## src/rtl/vid_meas_pkg.sv

```systemverilog
// Shared types and constants for the pixel-stream frame measurement block.
package vid_meas_pkg;

    // Stream-tracking states: hunting for vblank, in vblank, in hblank, inside a line.
    typedef enum logic [1:0] {
        S_SYNC   = 2'd0,
        S_VBLANK = 2'd1,
        S_HBLANK = 2'd2,
        S_LINE   = 2'd3
    } state_t;

    // Bit positions inside the per-frame error vector.
    localparam int ERR_WIDTH = 0;   // line width differs from the first line
    localparam int ERR_DE    = 1;   // de seen outside an active line
    localparam int ERR_OVF   = 2;   // pixel or line counter saturated
    localparam int ERR_W     = 3;

endpackage

```

## src/rtl/vid_stream_meas.sv

```systemverilog
// Frame measurement on a di/de/hs/vs pixel stream: reports width, height,
// checksum and protocol errors once per frame with a one-cycle done pulse.
module vid_stream_meas
    import vid_meas_pkg::*;
#(
    parameter int DATA_WIDTH = 8,
    parameter int CNT_WIDTH  = 16,
    parameter int SUM_WIDTH  = 32
) (
    input  logic                  clk,
    input  logic                  rst,
    input  logic [DATA_WIDTH-1:0] di_i,
    input  logic                  de_i,
    input  logic                  hs_i,
    input  logic                  vs_i,
    output logic [CNT_WIDTH-1:0]  width_o,
    output logic [CNT_WIDTH-1:0]  height_o,
    output logic [SUM_WIDTH-1:0]  checksum_o,
    output logic [CNT_WIDTH-1:0]  frame_cnt_o,
    output logic [ERR_W-1:0]      err_o,
    output logic                  frame_done_o
);

    localparam logic [CNT_WIDTH-1:0] CNT_MAX = '1;
    localparam logic [CNT_WIDTH-1:0] CNT_ONE = CNT_WIDTH'(1);

    state_t                 state_q, state_d;
    logic [CNT_WIDTH-1:0]   pix_cnt_q, pix_cnt_d;
    logic [CNT_WIDTH-1:0]   line_cnt_q, line_cnt_d;
    logic [CNT_WIDTH-1:0]   ref_width_q, ref_width_d;
    logic                   first_line_q, first_line_d;
    logic [SUM_WIDTH-1:0]   sum_q, sum_d;
    logic [ERR_W-1:0]       flags_q, flags_d;
    logic [CNT_WIDTH-1:0]   width_q, width_d;
    logic [CNT_WIDTH-1:0]   height_q, height_d;
    logic [SUM_WIDTH-1:0]   checksum_q, checksum_d;
    logic [CNT_WIDTH-1:0]   frame_cnt_q, frame_cnt_d;
    logic [ERR_W-1:0]       err_q, err_d;
    logic                   frame_done_q, frame_done_d;

    logic                   in_frame;
    logic                   counted;
    logic                   frame_start;
    logic                   line_end;
    logic                   frame_end;

    // Next-state, counters, accumulators and published results.
    always_comb begin
        state_d      = state_q;
        pix_cnt_d    = pix_cnt_q;
        line_cnt_d   = line_cnt_q;
        ref_width_d  = ref_width_q;
        first_line_d = first_line_q;
        sum_d        = sum_q;
        flags_d      = flags_q;
        width_d      = width_q;
        height_d     = height_q;
        checksum_d   = checksum_q;
        frame_cnt_d  = frame_cnt_q;
        err_d        = err_q;
        frame_done_d = 1'b0;
        frame_start  = 1'b0;
        line_end     = 1'b0;
        frame_end    = 1'b0;

        // Every non-sync state either is or is about to enter a line when
        // hs and vs are both low, so that alone decides whether de counts.
        in_frame = (state_q != S_SYNC);
        counted  = in_frame && de_i && !hs_i && !vs_i;

        case (state_q)
            S_SYNC: begin
                if (vs_i) state_d = S_VBLANK;
            end
            S_VBLANK: begin
                if (!vs_i) begin
                    state_d     = hs_i ? S_HBLANK : S_LINE;
                    frame_start = 1'b1;
                end
            end
            S_HBLANK: begin
                if (vs_i) begin
                    state_d   = S_VBLANK;
                    frame_end = 1'b1;
                end else if (!hs_i) begin
                    state_d = S_LINE;
                end
            end
            default: begin // S_LINE
                if (vs_i) begin
                    state_d   = S_VBLANK;
                    line_end  = 1'b1;
                    frame_end = 1'b1;
                end else if (hs_i) begin
                    state_d  = S_HBLANK;
                    line_end = 1'b1;
                end
            end
        endcase

        // Error flags are not cleared at frame start: they are cleared when a
        // frame is published, so de seen during the preceding vblank is
        // charged to the frame that follows it.
        if (frame_start) begin
            pix_cnt_d    = '0;
            line_cnt_d   = '0;
            ref_width_d  = '0;
            first_line_d = 1'b1;
            sum_d        = '0;
        end

        if (counted) begin
            if (pix_cnt_d == CNT_MAX) flags_d[ERR_OVF] = 1'b1;
            else                      pix_cnt_d = pix_cnt_d + CNT_ONE;
            sum_d = sum_d + {{(SUM_WIDTH-DATA_WIDTH){1'b0}}, di_i};
        end

        if (in_frame && de_i && !counted) flags_d[ERR_DE] = 1'b1;

        if (line_end) begin
            if (line_cnt_q == CNT_MAX) flags_d[ERR_OVF] = 1'b1;
            else                       line_cnt_d = line_cnt_q + CNT_ONE;
            if (first_line_q) begin
                ref_width_d  = pix_cnt_q;
                first_line_d = 1'b0;
            end else if (pix_cnt_q != ref_width_q) begin
                flags_d[ERR_WIDTH] = 1'b1;
            end
            pix_cnt_d = '0;
        end

        if (frame_end) begin
            width_d      = ref_width_d;
            height_d     = line_cnt_d;
            checksum_d   = sum_d;
            err_d        = flags_d;
            frame_cnt_d  = frame_cnt_q + CNT_ONE;
            frame_done_d = 1'b1;
            flags_d      = '0;
        end
    end

    // State and result registers with synchronous reset.
    always_ff @(posedge clk) begin
        if (rst) begin
            state_q      <= S_SYNC;
            pix_cnt_q    <= '0;
            line_cnt_q   <= '0;
            ref_width_q  <= '0;
            first_line_q <= 1'b0;
            sum_q        <= '0;
            flags_q      <= '0;
            width_q      <= '0;
            height_q     <= '0;
            checksum_q   <= '0;
            frame_cnt_q  <= '0;
            err_q        <= '0;
            frame_done_q <= 1'b0;
        end else begin
            state_q      <= state_d;
            pix_cnt_q    <= pix_cnt_d;
            line_cnt_q   <= line_cnt_d;
            ref_width_q  <= ref_width_d;
            first_line_q <= first_line_d;
            sum_q        <= sum_d;
            flags_q      <= flags_d;
            width_q      <= width_d;
            height_q     <= height_d;
            checksum_q   <= checksum_d;
            frame_cnt_q  <= frame_cnt_d;
            err_q        <= err_d;
            frame_done_q <= frame_done_d;
        end
    end

    assign width_o      = width_q;
    assign height_o     = height_q;
    assign checksum_o   = checksum_q;
    assign frame_cnt_o  = frame_cnt_q;
    assign err_o        = err_q;
    assign frame_done_o = frame_done_q;

endmodule
```

## config.mk

```make
export PLATFORM = sky130hd
export DESIGN_NAME = vid_stream_meas
export DESIGN_NICKNAME = d
export VERILOG_FILES = /design/src/rtl/vid_meas_pkg.sv /design/src/rtl/vid_stream_meas.sv
export SDC_FILE = /design/constraint.sdc
export NUM_CORES = 1
export LEC_CHECK = 0
export BUFFER_PORTS_ARGS = -buffer_cell sky130_fd_sc_hd__buf_2
export CAP_MARGIN = 20
export CORE_ASPECT_RATIO = 1.2
export CORE_MARGIN = 2
export CORE_UTILIZATION = 45
export DETAILED_ROUTE_END_ITERATION = 10
export SETUP_SLACK_MARGIN = 0.3
export SLEW_MARGIN = 20
export SYNTH_ARGS = -nofsm -noshare
export SYNTH_HDL_FRONTEND = slang
export SYNTH_SLANG_ARGS = --single-unit
```

## constraint.sdc

```tcl
create_clock -name clk -period 7 [get_ports clk]
set_clock_uncertainty 0.05 [all_clocks]
set_input_delay 0 -clock clk [delete_from_list [all_inputs] [get_ports clk]]
set_output_delay 0 -clock clk [all_outputs]
set_load 0.02 [all_outputs]
```

==> metrics.md, run 1 <==
| Metric | Value |
|---|---|
| Status | complete, no violations |
| Final #Nets | 996 |
| Yosys top cell by area | dfxtp_1 |
| Initial antenna violation count | 0 |
| # rows | 52 |
| EDFF count, synth | 0 |
| Vias/cell | 5.43 |
| Detail Route Antenna Nets | 0 |
| Die X | 124 um |
| CORE AREA | 16900 um^2 |
| Crit path kind | register to register |
| Max cap viols | 0 |
| Total iterations of the first detailed-routing run | 4 |
| Netlist cell types | 65 |
| Net load switching power | 0.000645 W |
| CP Capture Type | register |
| Seq cells post-synth | 170 |
| Die ar. | 18300 um^2 |
| IO Count | 97 |
| Static Leakage | 3.56 nW |
| CP Launch Type | register |
| First-pass GRT wire length | 29.3 mm |
| Final wirelength | 18.0 mm |
| Peak supply drop | 0.000170 V |
| Iteration-0 DRC Markers | 479 |
| Worst EP required | 7290 ps |
| Rel. slew slack | 29.3% |
| Initial cell density of the core | 45.9% |
| Most frequent cells after synthesis | 170 x dfxtp_1, 155 x nor2_1, 65 x nand2_1 |
| Cells after synthesis | 899 |
| Number of hold violations in the final report | 0 |
| Setup TNS Final | 0 ps |
| Clock network power share | 42.8% |
| Comb pwr share | 12.9% |
| H-tree lvl count | 4 |
| Synth warn | 0 |
| # diodes | 0 |
| IO buf count | 96 |
| Post-DP HPWL | 12.1 mm |
| Sequential fraction of the synthesis area | 44.0% |
| Total number of vias | 6488 |
| Async S/R FF share, synth | 0% |
| DR WL/cell | 15.1 um |
| Post-Syn Nets | 929 |
| Commonest register cell after synthesis | dfxtp_1 |
| GRT Overall Usage | 20.1% |
| CP max FO | 17 |
| RD Place Congestion | 0.830 |
| Yosys top cell area share | 44.0% |
| Avg Cell Area, Syn | 8.61 um^2 |
| Clk slew on worst S/H paths | 70 ps |
| Post-layout min period | 3850 ps |
| Period utilisation layout | 55.0% |
| Drt drc | 0 |
| Die height | 148 um |
| TritonCTS buffer count | 17 |
| Most frequent cell after synthesis | dfxtp_1 |
| Least-Margin Pin Slew | 1060 ps |
| Hold crit path type | input port to register |
| Share of cells above drive strength 1 | 15.6% |
| Share of power burned in registers | 44.3% |
| Max Slew Vio Count | 0 |
| Synth Cell Area | 7740 um^2 |
| Root Driver | clkbuf_16 |
| Largest net degree at the start of global routing | 106 |
| Number of global-route vias before repair | 5877 |
| Total grt overflow | 0 |
| RSZ-0062 raised after global routing | no |
| Synth area leaders | dfxtp_1 44%, nor2_1 7.5%, a211oi_1 5.5% |
| CTS max path bufs | 2 |
| Int Power | 0.00171 W |
| Post-CTS Resized | 0 |
| Maximum clock frequency | 260 MHz |
| Power density cells | 263 nW/um^2 |
| Layout Utilization | 53.2% |
| CTS Sinks | 170 |
| CTS tree | built |
| Clock latency on the worst-skew pair | 430 ps |
| Area growth syn-to-layout | 15.7% |
| Final setup viols | 0 |
| Switch share | 27.4% |
| Data arrival time of the critical path | 4140 ps |
routing by layer:
| metal | up-vias | wire (um) | global-route usage, % |
|---|---|---|---|
| li1 | 3311 | - | - |
| met1 | 3039 | 8630 | 27.4 |
| met2 | 118 | 8460 | 32.0 |
| met3 | 20 | 690 | 3.70 |
| met4 | 0 | 230 | 6.36 |
| met5 | - | 0 | 0 |
flip-flops by register name (all words and copies together) (netlist names), 3 cells and up:
register,count
err_o,3
height_o,16
ref_width_q,16
frame_cnt_o,16
line_cnt_q,16
flags_q,3
pix_cnt_q,16
checksum_o,32
sum_q,32
width_o,16
repair_timing:
item                                   CTS  global route
setup buffers                            0             0
hold buffers                             2             0
endpoints found under the hold margin    2             0
stage by stage:
step | cells | total power, W | worst slack (ps) | instance area [um^2] | hold WS, ps
global route | 1195 | 0.00245 | 2830 | 8960 | 110
detailed placement | 1161 | 0.00137 | 3140 | 8310 | 353
finish | 1195 | 0.00235 | 3150 | 8960 | 20.9
global placement | 1161 | 0.00137 | 3000 | 8300 | 348
CTS | 1195 | 0.00237 | 3110 | 8960 | 10.9
floorplan | 899 | 0.00128 | 3740 | 7740 | 227
worst max-delay path, cell delays in order, from the launching register on:
cell	delay (ps)
dfxtp_1	410
inv_1	100
ha_1	300
nand2b_2	310
and2_1	210
ha_1	190
fa_1	250
a211oi_1	120
or3_1	370
a21oi_1	830
nand4_1	200
xor2_1	200
a211oi_1	220
path summary, 6_finish.rpt:
kind | from | to | slack, ps | depth (start not counted)
setup / recovery | state_q[1] | checksum_o[14] | 3150 | 12
hold / removal | vs_i | first_line_q | 20 | 4
setup reg to reg | state_q[1] | checksum_o[14] | 3150 | 12
hold reg to reg | checksum_o[30] | checksum_o[30] | 410 | 2
power groups by stage:
| stage | clock network, W | logic [W] | registers, W |
|---|---|---|---|
| 5_1_grt | 0.00106 | 0.000339 | 0.00105 |
| 2_1_floorplan | 0 | 0.000164 | 0.00112 |
| 3_5_place_dp | 0 | 0.000307 | 0.00107 |
| 3_3_place_gp | 0 | 0.000305 | 0.00106 |
| 6_report | 0.00101 | 0.000303 | 0.00104 |
| 4_1_cts | 0.00102 | 0.000309 | 0.00104 |
area by class of cell:
| cell class | instances | area, um^2 |
|---|---|---|
| fill | 1601 | 7890 |
| multi-input combinational | 664 | 4080 |
| sequential | 170 | 3400 |
| timing repair buffer | 102 | 533 |
| clock buffer | 20 | 467 |
| tap | 216 | 270 |
| clock inverter | 12 | 163 |
| inverter | 11 | 41.3 |
cell families (layout without fill, tap and decap cells):
| kind of cell | Yosys count | count (layout) | share of synthesized area [%] |
|---|---|---|---|
| and+or+nand+nor | 394 | 394 | 24.7 |
| adders and majority gates | 17 | 17 | 2.85 |
| muxes | 4 | 4 | 0.534 |
| xor gates and xnor gates | 71 | 71 | 8.04 |
| buffers and inverters | 65 | 145 | 3.48 |
| DFF | 170 | 170 | 44.0 |
| AOI/OAI and AO/OA | 178 | 178 | 16.4 |
layout by cell type, fill, tap and decap left out, types with 4 or more instances in the layout:
cell       synthesis  routed
dfxtp_1          170     170
nor2_1           155     155
buf_2              7      95
nand2_1           65      65
a211oi_1          57      57
a21oi_1           51      51
xor2_1            47      47
nand3_1           40      40
and3_1            30      30
xnor2_1           24      24
nor3_1            22      22
nand4_1           21      21
clkbuf_16          0      17
and2_1            16      16
ha_1              16      16
o21ai_0           15      15
inv_1             11      11
o31ai_1           12      11
or3_1             10      10
nor2b_1            7       7
a21o_1             7       7
nand2b_1           6       5
nor4_1             5       5
buf_4              2       5
and4_1             4       4
a311oi_1           4       4
clkinv_4           0       4
(Power assumes the default switching activity.)
==> inputs of run 2 (changes only) <==
ABC_AREA = 1   (was not set)
PLACE_DENSITY = 0.67   (was not set)
clock period = 3.11 ns   (was 7 ns; I/O delays follow)
==> run 2 against run 1 <==
  * Critical endpoint is now sum_q[26]
  * Critical path type unchanged
  * Highest routed layer unchanged
  * Area after synthesis rose by 9.6%
  * Worst hold slack improved by 14 ps
  * Total power rose by 110%
  * Routed wire length rose by 26%
==> metrics.md, run 2 <==
| Metric | Value |
|---|---|
| Status | complete, no violations |
| Static Leakage | 4.45 nW |
| Die X | 129 um |
| Share of cells above drive strength 1 | 15.1% |
| Max cap viols | 0 |
| TritonCTS buffer count | 17 |
| Period utilisation layout | 87.1% |
| Hold crit path type | input port to register |
| Drt drc | 0 |
| CP max stage delay | 340 ps |
| Power density cells | 484 nW/um^2 |
| CP Launch Type | register |
| # fillers | 1908 |
| Total number of vias | 8106 |
| Reg2Reg Launch Point | state_q[1] |
| Post-layout instance area | 10000 um^2 |
| RD Place Congestion | 0.955 |
| Setup TNS Final | 0 ps |
| Most frequent cells after synthesis | 328 x nand2_1, 170 x dfxtp_1, 166 x nor2_1 |
| Final setup viols | 0 |
| Detail Route Antenna Nets | 0 |
| Area growth syn-to-layout | 18.4% |
| Most frequent cell after synthesis | nand2_1 |
| Max Slew Vio Count | 0 |
| Crit path buf inv count | 3 |
| Cells along the critical path | inv_2 > ha_4 > clkinvlp_4 > nor2_4 > buf_4 > nor2_1 > ha_1 > nand2_1 > nand3_1 > nand4_1 > nand2_2 > nand2_4 > nor2_1 > nand3b_1 > nand2_1 > nor2_1 |
| Multi-input logic area | 4430 um^2 |
| Cells after synthesis | 1259 |
| CTS Sinks | 170 |
| Commonest register cell after synthesis | dfxtp_1 |
| IO Count | 97 |
| H-tree lvl count | 4 |
| Vias/cell | 4.98 |
| Worst path most repeated cell | nor2_1 |
| Iteration-0 DRC Markers | 538 |
| Worst EP required | 3360 ps |
| # diodes | 0 |
| Post-Syn Nets | 1289 |
| Maximum clock frequency | 369 MHz |
| Final setup margin | 401 ps |
| DR WL/cell | 13.9 um |
| Initial cell density of the core | 45.5% |
| Total iterations of the first detailed-routing run | 5 |
| Initial antenna violation count | 0 |
| Total grt overflow | 0 |
| Seq cells post-synth | 170 |
| Clk slew on worst S/H paths | 70 ps |
| Async S/R FF share, synth | 0% |
| Rel. slew slack | 31.0% |
| Synth area leaders | dfxtp_1 40%, nand2_1 15%, nor2_1 7.3% |
| RSZ-0062 raised after global routing | yes |
| Hold Path Stages | 5 |
| Largest net degree at the start of global routing | 63 |
| Commonest cells after routing, fill and taps aside | 322 x nand2_1, 168 x dfxtp_1, 157 x nor2_1, 144 x inv_1, 114 x nand3_1 |
| Top delay family on crit path | simple AND/OR/NAND/NOR gates |
| Synth Cell Area | 8480 um^2 |
| Yosys top cell by area | dfxtp_1 |
| Die height | 154 um |
| CTS max path bufs | 2 |
| Die ar. | 20000 um^2 |
| FF+latch area | 3410 um^2 |
| Number of hold violations in the final report | 0 |
| Final #Nets | 1390 |
| Final wirelength | 22.6 mm |
| Crit path kind | register to register |
| Worst slack at placement | 147 ps |
| Post-layout min period | 2710 ps |
| CP max FO | 7 |
| Flop2flop setup slack | 400 ps |
| Netlist cell types | 36 |
| GRT Overall Usage | 23.2% |
| Slowest CP cell | dfxtp_2 |
| EDFF count, synth | 0 |
| Layout Utilization | 53.9% |
| Avg Cell Area, Syn | 6.74 um^2 |
| Sequential fraction of the synthesis area | 40.1% |
| CORE AREA | 18600 um^2 |
| Synth warn | 0 |
| Peak supply drop | 0.000381 V |
| IO buf count | 96 |
| Root Driver | clkbuf_16 |
| # rows | 55 |
| Yosys top cell area share | 40.1% |
| Hold Path Sink | sum_q[7] |
| Number of global-route vias before repair | 7653 |
| Capturing point of the worst reg2reg path | sum_q[26] |
| Data arrival time of the critical path | 2960 ps |
| Post-DP HPWL | 16.1 mm |
| Hold_sp | di_i[7] |
| Cell Area, Placed | 9240 um^2 |
| Register-to-Register Path Depth | 16 |
| Least-Margin Pin Slew | 1030 ps |
| First-pass GRT wire length | 37.2 mm |
| CP Capture Type | register |
| Clock latency on the worst-skew pair | 430 ps |
| Commonest non-fill, non-tap cell in the layout | nand2_1 |
| Power, Total | 0.00486 W |
| CTS tree | built |
-- run 2: how the worst max path moves through the flow --
stage	slack (ps)	endpoint	cells past startpoint	start
after floorplan	300	checksum_o[28]	19	state_q[1]
after global placement	270	sum_q[26]	17	state_q[1]
after detailed placement	150	sum_q[26]	17	state_q[1]
after CTS	300	pix_cnt_q[0]	16	state_q[1]
after global routing	290	sum_q[17]	17	state_q[1]
final	400	sum_q[26]	16	state_q[1]
-- run 2: where the power goes --
group	internal, W	switching (W)	leakage [nW]
combinational	0.000176	0.000392	2.80
clock	0.00116	0.000909	0.286
sequential	0.00221	0.0000226	1.37
-- run 2: per-stage QoR --
step           instances  hold WS, ps
5_1_grt             1629         35.7
4_1_cts             1620         31.7
2_1_floorplan       1259          176
3_5_place_dp        1583          371
6_report            1629         34.8
3_3_place_gp        1583          367
-- run 2: cells by family after synthesis --
| kind of cell | count (synthesis) | share of synthesized area, % |
|---|---|---|
| compound gates | 156 | 9.70 |
| xor+xnor | 43 | 4.44 |
| fa+ha+maj | 17 | 2.60 |
| buf+inv | 194 | 9.01 |
| flops | 170 | 40.1 |
| simple gates | 679 | 34.1 |
-- run 2: metal layers --
layer  up-vias  routed length, um  track usage [%]
li1       4199                  -                -
met1      3706              10200             28.8
met2       166              11100             40.6
met3        35                818             3.77
met4         0                495             7.87
met5         -                  0                0
-- run 2: final cells by class --
| type | instances | area share (%) |
|---|---|---|
| Tap cell | 256 | 3.19 |
| Inverter | 150 | 5.64 |
| Timing Repair Buffer | 125 | 7.52 |
| Clock inverter | 12 | 1.15 |
| Clock buffer | 20 | 4.54 |
| Multi-Input combinational cell | 896 | 44.1 |
| Sequential cell | 170 | 33.9 |
-- run 2: repair_timing --
item                                   in CTS  in global routing
setup buffers                               1                  8
setup endpoints to repair                  40                 53
endpoints found under the hold margin       4                  0
resized for setup                           5                 26
gates cloned                                1                  1
pin swaps                                   1                  4
hold buffers                                3                  0
-- run 2: worst register-to-register path: cells and delay by family, from the launching register on --
kind	cells	cell delay, ps
AND/OR/NAND/NOR	11	1350
adder cells (fa/ha/maj)	2	470
buffers and inverters	3	370
flip-flops	1	340
==> inputs of run 3 (changes only) <==
BUFFER_PORTS_ARGS = -buffer_cell sky130_fd_sc_hd__clkbuf_2   (was -buffer_cell sky130_fd_sc_hd__buf_2)
==> run 3 against run 2 <==
  * Via count shrank 0.21%
  * Register-to-register slack gained 110 ps
  * Global-route usage shrank 0.057 points
  * Critical endpoint is now pix_cnt_q[0]
  * Largest cell class unchanged
  * Largest power group unchanged
  * Highest routed layer unchanged
==> metrics.md, run 3 (synthesized netlist as in run 2, its figures left out) <==
| Metric | Value |
|---|---|
| Final setup margin | 506 ps |
| Met1 Use GR | 27.9% |
| CTS max path bufs | 2 |
| Cell Area, Placed | 9260 um^2 |
| Post-DP HPWL | 16.2 mm |
| IO buf count | 96 |
| Total grt overflow | 0 |
| Hold crit path type | input port to register |
| Root Driver | clkbuf_16 |
| Multi-input logic area | 4430 um^2 |
| Worst slack at placement | 180 ps |
| CTS Sinks | 170 |
| TritonCTS buffer count | 17 |
| Final wirelength | 22.5 mm |
| Vias/cell | 4.98 |
| Least-Margin Pin Slew | 1000 ps |
| Post-layout instance area | 9990 um^2 |
| Final #Nets | 1385 |
| First-pass GRT wire length | 37.0 mm |
| Commonest non-fill, non-tap cell in the layout | nand2_1 |
| Die ar. | 20000 um^2 |
| Crit path kind | register to register |
| Largest net degree at the start of global routing | 63 |
| GR met3 Demand/Resource | 4.70% |
| Rel. slew slack | 33.2% |
| Period utilisation layout | 83.7% |
| H-tree lvl count | 4 |
| Cells after DPL | 1585 |
| Detail Route Antenna Nets | 0 |
| # diodes | 0 |
| Max cap viols | 0 |
| Status | complete, no violations |
| Post-layout min period | 2600 ps |
| FF+latch area | 3410 um^2 |
| Static Leakage | 4.34 nW |
| Commonest cells after routing, fill and taps aside | 324 x nand2_1, 168 x dfxtp_1, 159 x nor2_1, 145 x inv_1, 113 x nand3_1 |
| GRT Overall Usage | 23.2% |
| Area growth syn-to-layout | 17.7% |
| Drt drc | 0 |
| Die height | 154 um |
| Clk slew on worst S/H paths | 70 ps |
| Maximum clock frequency | 384 MHz |
| Worst EP required | 3360 ps |
| RSZ-0062 raised after global routing | yes |
| Initial cell density of the core | 45.5% |
| Total number of vias | 8089 |
| CTS tree | built |
| CP Capture Type | register |
| Data arrival time of the critical path | 2850 ps |
| GR peak layer | met2 |
| Die X | 129 um |
| Initial antenna violation count | 0 |
| CP Launch Type | register |
| # fillers | 1899 |
| Share of cells above drive strength 1 | 14.5% |
| DR WL/cell | 13.8 um |
| Number of hold violations in the final report | 0 |
| # rows | 55 |
| Max Slew Vio Count | 0 |
| Number of global-route vias before repair | 7654 |
| Final setup viols | 0 |
| Setup TNS Final | 0 ps |
| Peak supply drop | 0.000451 V |
| Iteration-0 DRC Markers | 418 |
| Power density cells | 483 nW/um^2 |
| Final non-filler cell total | 1624 |
| Total iterations of the first detailed-routing run | 5 |
| IO Count | 97 |
| Clock latency on the worst-skew pair | 430 ps |
| RD Place Congestion | 0.964 |
| CORE AREA | 18600 um^2 |
| CP max FO | 10 |
| Grt met2 use | 40.5% |
-- run 3: timing repair --
item                                   in CTS  in global routing
hold buffers                                4                  0
buffers inserted                            0                  2
endpoints found under the hold margin       9                  0
gates cloned                                1                  0
setup endpoints to repair                  31                 58
gates resized for setup                     3                 22
pin swaps                                   1                  5
-- run 3: layout make-up --
class / count / share of cell area, %
Tap cell: 256 / 3.21
Clock inverter: 14 / 1.33
Inverter: 150 / 5.64
Clock buffer: 18 / 4.40
Sequential cell: 170 / 34.1
Timing Repair Buffer: 120 / 6.97
Multi-Input combinational cell: 896 / 44.4
-- run 3: power by group --
group          leakage [nW]  switching [W]  internal, W
logic                  2.70       0.000370     0.000145
registers              1.37      0.0000227      0.00220
clock network         0.275       0.000945      0.00114
total                  4.34        0.00134      0.00349
-- run 3: path summary, 6_finish.rpt --
kind | startpoint | end | slack [ps] | cells past startpoint
max | state_q[1] | pix_cnt_q[0] | 510 | 16
min | di_i[7] | sum_q[7] | 40 | 5
max reg2reg | state_q[1] | pix_cnt_q[0] | 510 | 16
min reg2reg | height_o[11] | height_o[11] | 400 | 2
-- run 3: critical path, stage by stage (launching register included) --
cell and delay [ps]:
dfxtp_2 360, inv_2 70, ha_4 180, inv_2 140
nor2_4 90, buf_4 200, nor2_2 140, ha_2 240
nand4_1 190, inv_2 120, nand2_1 70, inv_1 60
nand2_1 110, buf_4 200, nand2_2 70, xor2_1 150
nor2_1 50
-- run 3: through the flow --
step	utilization [%]	hold WS [ps]	total power, W
detailed placement	49.7	324	0.00277
global route	53.6	77.4	0.00502
finish	53.6	41.7	0.00483
global placement	49.7	324	0.00276
CTS	53.1	23.9	0.00486
floorplan	-	176	0.00260
-- run 3: per-layer routing --
metal,up-vias,routed length (um)
met5,-,0
met4,0,529
met3,35,858
met2,158,11200
met1,3692,9910
li1,4204,-
